--- src/rtl/match_referee.sv ---
// ---------------------------------------------------------------------------
// match_referee
//   Issues the match-flow requests to the game controller. It uses the
//   keyboard start key, both players' HP and a per-frame round timer to
//   decide when to ask for each transition. It also drives the round
//   countdown and the winner code shown by the HUD/KO renderers.
//   The controller's game_state is the acknowledge for every request.
//
// Ports
//   Clk           system clock
//   Reset         synchronous, active-high reset
//   frame_tick    one-cycle pulse per video frame
//   keycode       current keyboard keycode (0 = none)
//   hp1, hp2      player HP, unsigned
//   game_state    controller state: 0 start, 1 game, 2 gameover, 3 = start
//   game_start    level request start -> game
//   game_over     level request game -> gameover
//   game_restart  level request gameover -> game
//   round_time    seconds remaining in the round
//   winner        0 none, 1 P1, 2 P2, 3 draw
// ---------------------------------------------------------------------------
module match_referee #(
    parameter int          ROUND_SECONDS       = 60,
    parameter int          FRAMES_PER_SEC      = 60,
    parameter int          RESTART_LOCK_FRAMES = 120,
    parameter logic [7:0]  START_KEY           = 8'h28
) (
    input  logic       Clk,
    input  logic       Reset,
    input  logic       frame_tick,
    input  logic [7:0] keycode,
    input  logic [7:0] hp1,
    input  logic [7:0] hp2,
    input  logic [1:0] game_state,
    output logic       game_start,
    output logic       game_over,
    output logic       game_restart,
    output logic [6:0] round_time,
    output logic [1:0] winner
);

    localparam int FW = (FRAMES_PER_SEC > 1) ? $clog2(FRAMES_PER_SEC) : 1;
    localparam int LW = (RESTART_LOCK_FRAMES > 0) ? $clog2(RESTART_LOCK_FRAMES + 1) : 1;

    localparam logic [6:0]    ROUND_INIT = 7'(ROUND_SECONDS);
    localparam logic [FW-1:0] FRAME_LAST = FW'(FRAMES_PER_SEC - 1);
    localparam logic [LW-1:0] LOCK_INIT  = LW'(RESTART_LOCK_FRAMES);
    localparam logic [LW-1:0] LOCK_ZERO  = LW'(0);
    localparam logic [LW-1:0] LOCK_ONE   = LW'(1);
    localparam logic [FW-1:0] FRAME_ZERO = FW'(0);
    localparam logic [FW-1:0] FRAME_ONE  = FW'(1);

    typedef enum logic [2:0] {
        ST_IDLE        = 3'd0,
        ST_START_REQ   = 3'd1,
        ST_FIGHT       = 3'd2,
        ST_OVER_REQ    = 3'd3,
        ST_LOCKOUT     = 3'd4,
        ST_READY       = 3'd5,
        ST_RESTART_REQ = 3'd6
    } state_t;

    state_t          state_r;
    logic [FW-1:0]   frame_cnt_r;
    logic [LW-1:0]   lockout_r;
    logic            key_prev_r;

    logic            key_match_s;
    logic            key_hit_s;
    logic            gs_start_s;
    logic            gs_game_s;
    logic            gs_over_s;
    logic            frame_wrap_s;
    logic [6:0]      rt_dec_s;
    logic [6:0]      rt_next_s;
    logic            ko_s;
    logic            round_end_s;
    logic [1:0]      end_winner_s;

    // Winner when at least one player is out of HP.
    function automatic logic [1:0] ko_winner(input logic [7:0] a, input logic [7:0] b);
        logic [1:0] w;
        if ((a == 8'd0) && (b == 8'd0)) begin
            w = 2'd3;
        end else if (a == 8'd0) begin
            w = 2'd2;
        end else begin
            w = 2'd1;
        end
        return w;
    endfunction

    // Winner on timeout: larger HP wins, equal HP is a draw.
    function automatic logic [1:0] timeout_winner(input logic [7:0] a, input logic [7:0] b);
        logic [1:0] w;
        if (a > b) begin
            w = 2'd1;
        end else if (b > a) begin
            w = 2'd2;
        end else begin
            w = 2'd3;
        end
        return w;
    endfunction

    assign key_match_s = (keycode == START_KEY);
    assign key_hit_s   = key_match_s & ~key_prev_r;
    // Reserved state 3 is treated like start.
    assign gs_start_s  = (game_state == 2'd0) || (game_state == 2'd3);
    assign gs_game_s   = (game_state == 2'd1);
    assign gs_over_s   = (game_state == 2'd2);

    // Countdown step and round-end decision for the current frame_tick.
    // The end check looks at round_time as it will be after this tick's
    // decrement, so the tick that empties the clock also ends the round.
    always_comb begin
        rt_dec_s     = 7'd0;
        rt_next_s    = round_time;
        frame_wrap_s = (frame_cnt_r == FRAME_LAST);
        if (round_time == 7'd0) begin
            rt_dec_s = 7'd0;
        end else begin
            rt_dec_s = round_time - 7'd1;
        end
        if (frame_wrap_s) begin
            rt_next_s = rt_dec_s;
        end else begin
            rt_next_s = round_time;
        end
        ko_s        = (hp1 == 8'd0) || (hp2 == 8'd0);
        round_end_s = ko_s || (rt_next_s == 7'd0);
        // KO rules take priority over a simultaneous timeout.
        if (ko_s) begin
            end_winner_s = ko_winner(hp1, hp2);
        end else begin
            end_winner_s = timeout_winner(hp1, hp2);
        end
    end

    // Previous-cycle start-key match, loaded every cycle including Reset.
    always_ff @(posedge Clk) begin
        if (Reset) begin
            key_prev_r <= 1'b0;
        end else begin
            key_prev_r <= key_match_s;
        end
    end

    // Match-flow FSM with registered requests, countdown and winner.
    always_ff @(posedge Clk) begin
        if (Reset) begin
            state_r      <= ST_IDLE;
            game_start   <= 1'b0;
            game_over    <= 1'b0;
            game_restart <= 1'b0;
            round_time   <= ROUND_INIT;
            winner       <= 2'd0;
            frame_cnt_r  <= FRAME_ZERO;
            lockout_r    <= LOCK_ZERO;
        end else if (gs_start_s && (state_r != ST_IDLE) && (state_r != ST_START_REQ)) begin
            // Controller fell back to start: drop everything and resync.
            // START_REQ is excluded because start is the state it waits in.
            state_r      <= ST_IDLE;
            game_start   <= 1'b0;
            game_over    <= 1'b0;
            game_restart <= 1'b0;
            round_time   <= ROUND_INIT;
            winner       <= 2'd0;
            frame_cnt_r  <= FRAME_ZERO;
            lockout_r    <= LOCK_ZERO;
        end else begin
            case (state_r)
                ST_IDLE: begin
                    game_over    <= 1'b0;
                    game_restart <= 1'b0;
                    round_time   <= ROUND_INIT;
                    winner       <= 2'd0;
                    frame_cnt_r  <= FRAME_ZERO;
                    if (key_hit_s) begin
                        game_start <= 1'b1;
                        state_r    <= ST_START_REQ;
                    end else begin
                        game_start <= 1'b0;
                    end
                end
                ST_START_REQ: begin
                    if (gs_game_s) begin
                        game_start <= 1'b0;
                        state_r    <= ST_FIGHT;
                    end
                end
                ST_FIGHT: begin
                    if (frame_tick) begin
                        if (frame_wrap_s) begin
                            frame_cnt_r <= FRAME_ZERO;
                        end else begin
                            frame_cnt_r <= frame_cnt_r + FRAME_ONE;
                        end
                        round_time <= rt_next_s;
                        if (round_end_s) begin
                            winner    <= end_winner_s;
                            game_over <= 1'b1;
                            state_r   <= ST_OVER_REQ;
                        end
                    end
                end
                ST_OVER_REQ: begin
                    if (gs_over_s) begin
                        game_over <= 1'b0;
                        lockout_r <= LOCK_INIT;
                        state_r   <= ST_LOCKOUT;
                    end
                end
                ST_LOCKOUT: begin
                    // A zero lockout length passes straight through.
                    if (lockout_r == LOCK_ZERO) begin
                        state_r <= ST_READY;
                    end else if (frame_tick) begin
                        lockout_r <= lockout_r - LOCK_ONE;
                        if (lockout_r == LOCK_ONE) begin
                            state_r <= ST_READY;
                        end
                    end
                end
                ST_READY: begin
                    if (key_hit_s) begin
                        game_restart <= 1'b1;
                        round_time   <= ROUND_INIT;
                        frame_cnt_r  <= FRAME_ZERO;
                        winner       <= 2'd0;
                        state_r      <= ST_RESTART_REQ;
                    end
                end
                ST_RESTART_REQ: begin
                    if (gs_game_s) begin
                        game_restart <= 1'b0;
                        state_r      <= ST_FIGHT;
                    end
                end
                default: begin
                    state_r      <= ST_IDLE;
                    game_start   <= 1'b0;
                    game_over    <= 1'b0;
                    game_restart <= 1'b0;
                    round_time   <= ROUND_INIT;
                    winner       <= 2'd0;
                    frame_cnt_r  <= FRAME_ZERO;
                    lockout_r    <= LOCK_ZERO;
                end
            endcase
        end
    end

endmodule
--- config.mk ---
export PLATFORM = sky130hd
export DESIGN_NAME = match_referee
export DESIGN_NICKNAME = d
export VERILOG_FILES = /design/src/rtl/match_referee.sv
export SDC_FILE = /design/constraint.sdc
export NUM_CORES = 1
export LEC_CHECK = 0
export BUFFER_PORTS_ARGS = -buffer_cell sky130_fd_sc_hd__buf_4
export CORE_MARGIN = 5
export CORE_UTILIZATION = 35
export CTS_CLUSTER_SIZE = 16
export DETAILED_ROUTE_END_ITERATION = 12
export PLACE_DENSITY = 0.58
export SYNTH_ARGS = -nofsm -noshare
export SYNTH_HDL_FRONTEND = slang
export SYNTH_SLANG_ARGS = --single-unit
--- constraint.sdc ---
create_clock -name Clk -period 2.4 [get_ports Clk]
set_input_delay 0.48 -clock Clk [delete_from_list [all_inputs] [get_ports Clk]]
set_output_delay 0.48 -clock Clk [all_outputs]
set_load 0.005 [all_outputs]
==> out/qor.yml, run 1 <==
status:
  status: "complete, no violations"
timing:
  max_freq_mhz: 463
  skew_ns: 0.00540
  finalWorstSetupSlack_ns: 0.242
  fin_crit_ns: 2.16
  drv_slew: 0
  tns_ns: 0
  maxSlewHeadroom: 0.606
  rsz0062_at_grt: "no"
  hold_violations: 0
  period_share: 0.899
  tightest_slew_ns: 0.576
  setup_viol: 0
yosys:
  syn_avg_cell_area_um2: 7.60
  ys_seq_elements: 29
  synth_area_um2: 2080
  synth_area_leaders: "dfxtp_1 (28%), ha_1 (9.6%), a21oi_1 (6.0%)"
  synth_fp_nets: 319
  synthCells: 274
  seq_area_frac_synth: 0.279
  yosysMostFrequentCell: "nor2_1"
  synth_ff_type: "dfxtp_1"
  ys_types: 58
  synth_largest_area_cell: "dfxtp_1"
  synth_top_cells_by_count: "nor2_1 (33), dfxtp_1 (29), nand2_1 (29)"
  async_flop_share: 0
  yosysWarnings: 0
  synth_edf_count: 0
  synth_top_area_share: 0.279
placement:
  dp_slack_ns: 0.126
  portBuffers: 40
  dp_hpwl_um: 3910
  finalWeightedCongestion: 0.851
cts:
  cts_buffers: 5
  clock_sinks: 29
  clockRootBuffer: "clkbuf_8"
  max-clock-path-buffers: 2
  cts_tree: "yes"
  clk_pin_slew_ns: 0.07
  ctsHoldBuffers: 0
  clock_latency_ns: 0.29
  htree_num_levels: 2
routing:
  drcViolationCount: 0
  viasPerCell: 5.20
  ant_nets: 0
  vias: 2074
  totalWireLength_um: 5150
  route.detailed.wl_per_inst_um: 12.9
  dr.pass1.iters: 4
  drt_iter0_markers: 75
finish:
  area_growth_pct: 25.1
  diodes: 0
  drive_gt1_frac: 0.228
  fin_nets: 368
pwr:
  power_leakage_uw: 0.00106
  p_total_uw: 1090
  max-vdd-ir-drop_uv: 191
  power_density_nw_per_um2: 420
setup_path:
  end_kind: "register"
  crit_arrival_ns: 2.34
  crit_path_start_kind: "register"
  rrSetupSlack_ns: 0.24
  critical_path_peak_fanout: 4
  cp.required_ns: 2.58
  path_class: "register to register"
die:
  dieArea_um2: 7590
  core_um2: 5850
  fp.dieH_um: 87.1
  rows: 28
  initial_utilization: 0.356
  fp.dieW_um: 87.1
  top_level_ports: 41
global_routing:
  track_usage: 0.143
  grt_pass1_wl_um: 8680
  grt-ovfl-total: 0
  grt_pass1_vias: 1949
  grt_antenna_before_repair: 0
  grt_max_degree: 17
job:
  max-cap-violations: 0
min_path:
  hold_class: "primary input to register"
## path summary, 6_finish.rpt
| kind | start | end | cells past startpoint |
|---|---|---|---|
| worst max-delay path | round_time[1] | winner[0] | 9 |
| worst min-delay path | Reset | key_prev_r | 2 |
| worst max register to register | round_time[1] | winner[0] | 9 |
| worst min register to register | winner[1] | winner[1] | 2 |
## power breakdown
| group | internal (uW) | total [uW] | leakage [uW] | switching (uW) |
|---|---|---|---|---|
| sequential | 487 | 497 | 0.000234 | 9.55 |
| clock | 200 | 405 | 0.0000439 | 206 |
| combinational | 94.1 | 192 | 0.000784 | 97.9 |
## kinds of logic after synthesis
kind of cell | synth area share
compound gates | 0.227
flops | 0.279
xor+xnor | 0.0210
fa+ha+maj | 0.0962
buf+inv | 0.0583
mux | 0.0246
simple gates | 0.294
## area by class of cell
cell class / instances / area [um2]
flip-flops and latches: 29 / 581
well taps: 75 / 93.8
fillers: 588 / 3250
clock buffers: 5 / 68.8
inverters: 20 / 75.1
multi-input cells: 216 / 1390
repair buffers: 51 / 383
clock inverters: 3 / 17.5
## cells in the final DEF (no fill, tap or decap), types with 2 or more instances in the layout
| cell | count |
|---|---|
| nor3b_1 | 3 |
| nor3b_2 | 2 |
| a211oi_1 | 3 |
| nor2_1 | 33 |
| or4_1 | 2 |
| buf_4 | 51 |
| nor3_2 | 2 |
| or2_2 | 3 |
| nor3_1 | 7 |
| o21ai_0 | 20 |
| dfxtp_1 | 29 |
| nor4_1 | 3 |
| nand2_1 | 29 |
| nand3b_1 | 2 |
| a21oi_1 | 25 |
| a2111oi_0 | 2 |
| xor2_1 | 3 |
| nand2b_1 | 2 |
| clkinv_2 | 2 |
| o211ai_1 | 3 |
| mux2i_1 | 4 |
| ha_1 | 16 |
| nor4b_1 | 2 |
| inv_1 | 20 |
| and2_1 | 4 |
| o31ai_1 | 2 |
| nand3_1 | 8 |
| o22ai_1 | 2 |
| nand4_1 | 6 |
| clkbuf_8 | 5 |
| xnor2_1 | 2 |
## per-layer routing
metal / vias up / share of wire / GRT usage
met5: - / 0 / 0
met4: 0 / 0.017 / 0.0502
met3: 9 / 0.043 / 0.0350
met2: 44 / 0.46 / 0.234
met1: 936 / 0.48 / 0.182
li1: 1085 / - / -
## through the flow
step / cells / hold slack, ns / area, um2 / utilization
3_5_place_dp: 390 / 0.473 / 2500 / 0.428
5_1_grt: 399 / 0.358 / 2610 / 0.445
6_report: 399 / 0.366 / 2610 / 0.445
2_1_floorplan: 274 / 0.446 / 2080 / -
4_1_cts: 398 / 0.361 / 2590 / 0.443
3_3_place_gp: 390 / 0.467 / 2500 / 0.428
## sequential cells by signal, summed over array words and instances, names as in the netlist
name / flops
game_restart: 1
key_prev_r: 1
state_r: 3
game_start: 1
frame_cnt_r: 6
lockout_r: 7
game_over: 1
round_time: 7
winner: 2
## worst max-delay path, stage by stage (launching register included)
cell	delay, ns
dfxtp_1	0.34
inv_1	0.08
ha_1	0.20
nor3b_2	0.27
nand2_1	0.12
a311oi_2	0.29
a41oi_2	0.20
nor3b_2	0.29
mux2i_1	0.21
nor2_1	0.05
## timing repair
| action | CTS | global route |
|---|---|---|
| endpoints found under the setup margin | 0 | 1 |
| buffers inserted | 0 | 1 |
| endpoints found under the hold margin | 0 | 0 |
| resized for setup | 0 | 1 |
Power figures use the tool's default switching activity.
==> run 2: changes to the inputs <==
Settings changed: CORE_UTILIZATION 35 to 40, PLACE_DENSITY 0.58 to 0.64.
Clock period 2.4 ns to 2.55 ns, I/O delays scaled along.
==> out/qor.yml, run 2 (same netlist as run 1, synthesis figures left out) <==
status:
  status: "complete, no violations"
timing:
  setup_viol: 0
  holdWs_ns: 0.397
  tightest_slew_ns: 0.614
  fin_crit_ns: 2.25
  skew_ns: 0.00727
  finalWorstSetupSlack_ns: 0.301
  drv_slew: 0
  maxSlewHeadroom: 0.580
  rsz0062_at_grt: "no"
  period_share: 0.882
  max_freq_mhz: 445
  tns_ns: 0
  hold_violations: 0
finish:
  fin_nets: 365
  drive_gt1_frac: 0.213
  diodes: 0
  reg_top3: "lockout_r x7, round_time x7, frame_cnt_r x6"
  final_common_cell: "buf_4"
  utilization: 0.506
  final_cell_mix: "buf_4 (48), nor2_1 (33), nand2_1 (29), dfxtp_1 (29), a21oi_1 (25)"
  area_growth_pct: 23.4
setup_path:
  crit_arrival_ns: 2.43
  critical_path_peak_fanout: 6
  path_class: "register to register"
  reg2reg_depth: 9
  endpoint: "state_r[2]"
  reg2reg_to: "state_r[2]"
  cp_num_cells: 9
  cpLargestDelayFamily: "compound AO/OA/AOI/OAI gates"
  critPathBufInv: 1
  crit_start: "round_time[0]"
  cp.required_ns: 2.73
  rrSetupSlack_ns: 0.30
  slowest_delay_ns: 0.36
  timing.critical_path.cells: "inv_1 > ha_1 > nor3b_2 > nand2_1 > a311oi_1 > a41oi_2 > nor3_2 > a21oi_1 > a31o_1"
  end_kind: "register"
  regToRegStartpoint: "round_time[0]"
  crit_path_start_kind: "register"
  cp_slowest_cell: "a311oi_1"
die:
  fp.dieH_um: 82.1
  top_level_ports: 41
  dieArea_um2: 6750
  fp.dieW_um: 82.1
  core_um2: 5070
  initial_utilization: 0.410
  rows: 26
routing:
  route.detailed.wl_per_inst_um: 12.8
  viasPerCell: 5.30
  totalWireLength_um: 5010
  dr.pass1.iters: 5
  drt_iter0_markers: 91
  vias: 2066
  ant_nets: 0
  drcViolationCount: 0
pwr:
  power_frac_seq: 0.456
  p_clk_frac: 0.378
  power_leakage_uw: 0.00105
  sw_frac_of_total: 0.270
  intPower_uw: 757
  max-vdd-ir-drop_uv: 223
  combPwrFrac: 0.166
  p_sw_uw: 280
  power_density_nw_per_um2: 403
  p_total_uw: 1040
cts:
  clock_sinks: 29
  ctsHoldBuffers: 0
  clockRootBuffer: "clkbuf_8"
  cts_setup_buffers: 0
  ctsResizeCount: 0
  cts_tree: "yes"
  clk_pin_slew_ns: 0.06
  htree_num_levels: 2
  clock_latency_ns: 0.29
  max-clock-path-buffers: 2
  cts_buffers: 5
placement:
  dp_slack_ns: 0.218
  portBuffers: 40
  finalWeightedCongestion: 0.781
  dp_hpwl_um: 3930
global_routing:
  track_usage: 0.162
  grt_max_degree: 17
  grt_pass1_vias: 1952
  grt_pass1_wl_um: 8420
  grt_antenna_before_repair: 0
  grt-ovfl-total: 0
min_path:
  hold_class: "primary input to register"
job:
  max-cap-violations: 0
## run 2: final cells by class
| class | count | area [um2] |
|---|---|---|
| Inverter | 20 | 75.1 |
| Timing Repair Buffer | 48 | 360 |
| Clock buffer | 7 | 86.3 |
| Tap cell | 70 | 87.6 |
| Sequential cell | 29 | 581 |
| Multi-Input combinational cell | 216 | 1380 |
| Fill cell | 510 | 2500 |
## run 2: power groups by stage
stage,registers [uW],clock network (uW),logic (uW)
6_report,473,392,172
2_1_floorplan,473,0,107
5_1_grt,474,432,191
4_1_cts,472,405,172
3_3_place_gp,482,0,169
3_5_place_dp,482,0,171
## run 2: how the worst min path moves through the flow
stage                             from            to  slack, ns  cells after the start
after floorplan           lockout_r[5]  lockout_r[5]       0.45                      2
after global placement    lockout_r[5]  lockout_r[5]       0.46                      2
after detailed placement  lockout_r[5]  lockout_r[5]       0.47                      2
after CTS                        Reset    key_prev_r       0.39                      2
after global routing             Reset    key_prev_r       0.38                      2
final                            Reset    key_prev_r       0.40                      2
## run 2: layer usage
| metal | wire length [um] | vias to the layer above | global-route usage |
|---|---|---|---|
| met5 | 0 | - | 0 |
| li1 | - | 1073 | - |
| met1 | 2380 | 943 | 0.198 |
| met3 | 218 | 6 | 0.0434 |
| met2 | 2340 | 44 | 0.268 |
| met4 | 74 | 0 | 0.0648 |
## run 2: per-stage QoR
step,std cells,area (um2)
after floorplan,274,2080
after global placement,383,2480
after detailed placement,383,2480
after CTS,390,2570
after global routing,390,2570
final,390,2570
==> run 3: changes to the inputs <==
==> constraint.sdc (replaced) <==
create_clock -name Clk -period 2.55 [get_ports Clk]
set_input_delay 0.255 -clock Clk [delete_from_list [all_inputs] [get_ports Clk]]
set_output_delay 0.255 -clock Clk [all_outputs]
set_load 0.005 [all_outputs]
==> out/qor.yml, run 3 (same netlist as run 1, synthesis figures left out) <==
cts:
  clk_pin_slew_ns: 0.07
  cts_buffers: 5
  clock_latency_ns: 0.28
  max-clock-path-buffers: 2
  ctsHoldBuffers: 0
  cts_tree: "yes"
  ctsResizeCount: 0
  cts_setup_buffers: 0
  clock_sinks: 29
  clockRootBuffer: "clkbuf_8"
  htree_num_levels: 2
die:
  dieArea_um2: 6750
  fp.dieH_um: 82.1
  top_level_ports: 41
  rows: 26
  core_um2: 5070
  initial_utilization: 0.410
  fp.dieW_um: 82.1
routing:
  vias: 2089
  dr.pass1.iters: 4
  drcViolationCount: 0
  route.detailed.wl_per_inst_um: 12.8
  ant_nets: 0
  drt_iter0_markers: 143
  totalWireLength_um: 4980
  viasPerCell: 5.37
setup_path:
  end_kind: "register"
  reg2reg_to: "state_r[2]"
  rrSetupSlack_ns: 0.35
  critical_path_peak_fanout: 6
  timing.critical_path.cells: "inv_1 > ha_1 > nor3b_2 > nand2_1 > a311oi_1 > a41oi_2 > nor3_2 > a21oi_1 > a31o_1"
  path_class: "register to register"
  crit_path_start_kind: "register"
  crit_start: "round_time[0]"
  reg2reg_depth: 9
  regToRegStartpoint: "round_time[0]"
  cp_slowest_cell: "dfxtp_1"
  crit_arrival_ns: 2.39
  cp.required_ns: 2.73
  slowest_delay_ns: 0.36
timing:
  hold_violations: 0
  maxSlewHeadroom: 0.570
  finalWorstSetupSlack_ns: 0.346
  max_freq_mhz: 454
  skew_ns: 0.00572
  rsz0062_at_grt: "no"
  tns_ns: 0
  setup_viol: 0
  period_share: 0.864
  tightest_slew_ns: 0.628
  fin_crit_ns: 2.20
  drv_slew: 0
global_routing:
  grt_antenna_before_repair: 0
  track_usage: 0.161
  grt_pass1_vias: 1907
  grt_max_degree: 17
  grt_pass1_wl_um: 8510
  grt-ovfl-total: 0
placement:
  dp_hpwl_um: 3900
  finalWeightedCongestion: 0.817
  portBuffers: 40
  dp_slack_ns: 0.365
  dp_cells: 381
finish:
  fin_nets: 363
  final_cell_mix: "buf_4 (46), nor2_1 (33), nand2_1 (29), dfxtp_1 (29), a21oi_1 (25)"
  drive_gt1_frac: 0.213
  fin_cells: 389
  utilization: 0.503
  final_common_cell: "buf_4"
  area_growth_pct: 22.7
  diodes: 0
  reg_top3: "lockout_r x7, round_time x7, frame_cnt_r x6"
pwr:
  p_total_uw: 1010
  power_leakage_uw: 0.00103
  max-vdd-ir-drop_uv: 203
  power_density_nw_per_um2: 397
status:
  status: "complete, no violations"
job:
  max-cap-violations: 0
min_path:
  worstHoldEndpoint: "key_prev_r"
  min_from: "Reset"
  hold_path_depth: 2
  hold_class: "primary input to register"
==> run 3: cell types whose count changed in the layout (fill, tap and decap cells not counted) <==
| cell | delta |
|---|---|
| clkinv_2 | +2 |
| clkbuf_8 | -1 |
| clkbuf_1 | -1 |
| clkinvlp_4 | +1 |
| buf_4 | -2 |
==> run 3: report_power, final <==
| part | total (uW) | internal [uW] | switching [uW] | leakage (uW) |
|---|---|---|---|---|
| clock network | 372 | 188 | 185 | 0.0000439 |
| logic | 169 | 83.7 | 85.2 | 0.000757 |
| registers | 473 | 458 | 14.3 | 0.000234 |
==> run 3: critical path, delay by kind of cell, from the launching register on <==
kind,cells,cell delay [ns]
and+or+nand+nor,3,0.62
DFF,1,0.36
AOI/OAI and AO/OA,4,0.82
buffers and inverters,1,0.10
adders and majority gates,1,0.21
==> run 3: layout make-up <==
| type | count | area (um2) |
|---|---|---|
| timing repair buffer | 46 | 345 |
| clock buffer | 5 | 68.8 |
| tap | 70 | 87.6 |
| multi-input combinational | 216 | 1380 |
| fill | 522 | 2520 |
| sequential | 29 | 581 |
| clock inverter | 3 | 17.5 |
| inverter | 20 | 75.1 |
==> run 3: how the worst max path moves through the flow <==
stage	to	slack, ns	cells past startpoint
5_1_grt	state_r[2]	0.14	9
2_1_floorplan	winner[0]	0.57	9
3_5_place_dp	state_r[2]	0.37	9
3_3_place_gp	winner[0]	0.40	9
6_report	state_r[2]	0.35	9
4_1_cts	state_r[2]	0.36	9
==> run 3: through the flow <==
| stage | cell area (um2) | hold slack, ns |
|---|---|---|
| 6_report | 2550 | 0.141 |
| 5_1_grt | 2550 | 0.139 |
| 4_1_cts | 2550 | 0.134 |
| 3_5_place_dp | 2470 | 0.440 |
| 3_3_place_gp | 2470 | 0.440 |
| 2_1_floorplan | 2080 | 0.327 |
==> run 3: per-layer routing <==
metal	vias up	track usage	wire, um	part of all wire
met5	-	0	0	0
met4	0	0.0532	74	0.015
met3	8	0.0336	214	0.043
met2	45	0.263	2320	0.47
met1	960	0.210	2370	0.48
li1	1076	-	-	-
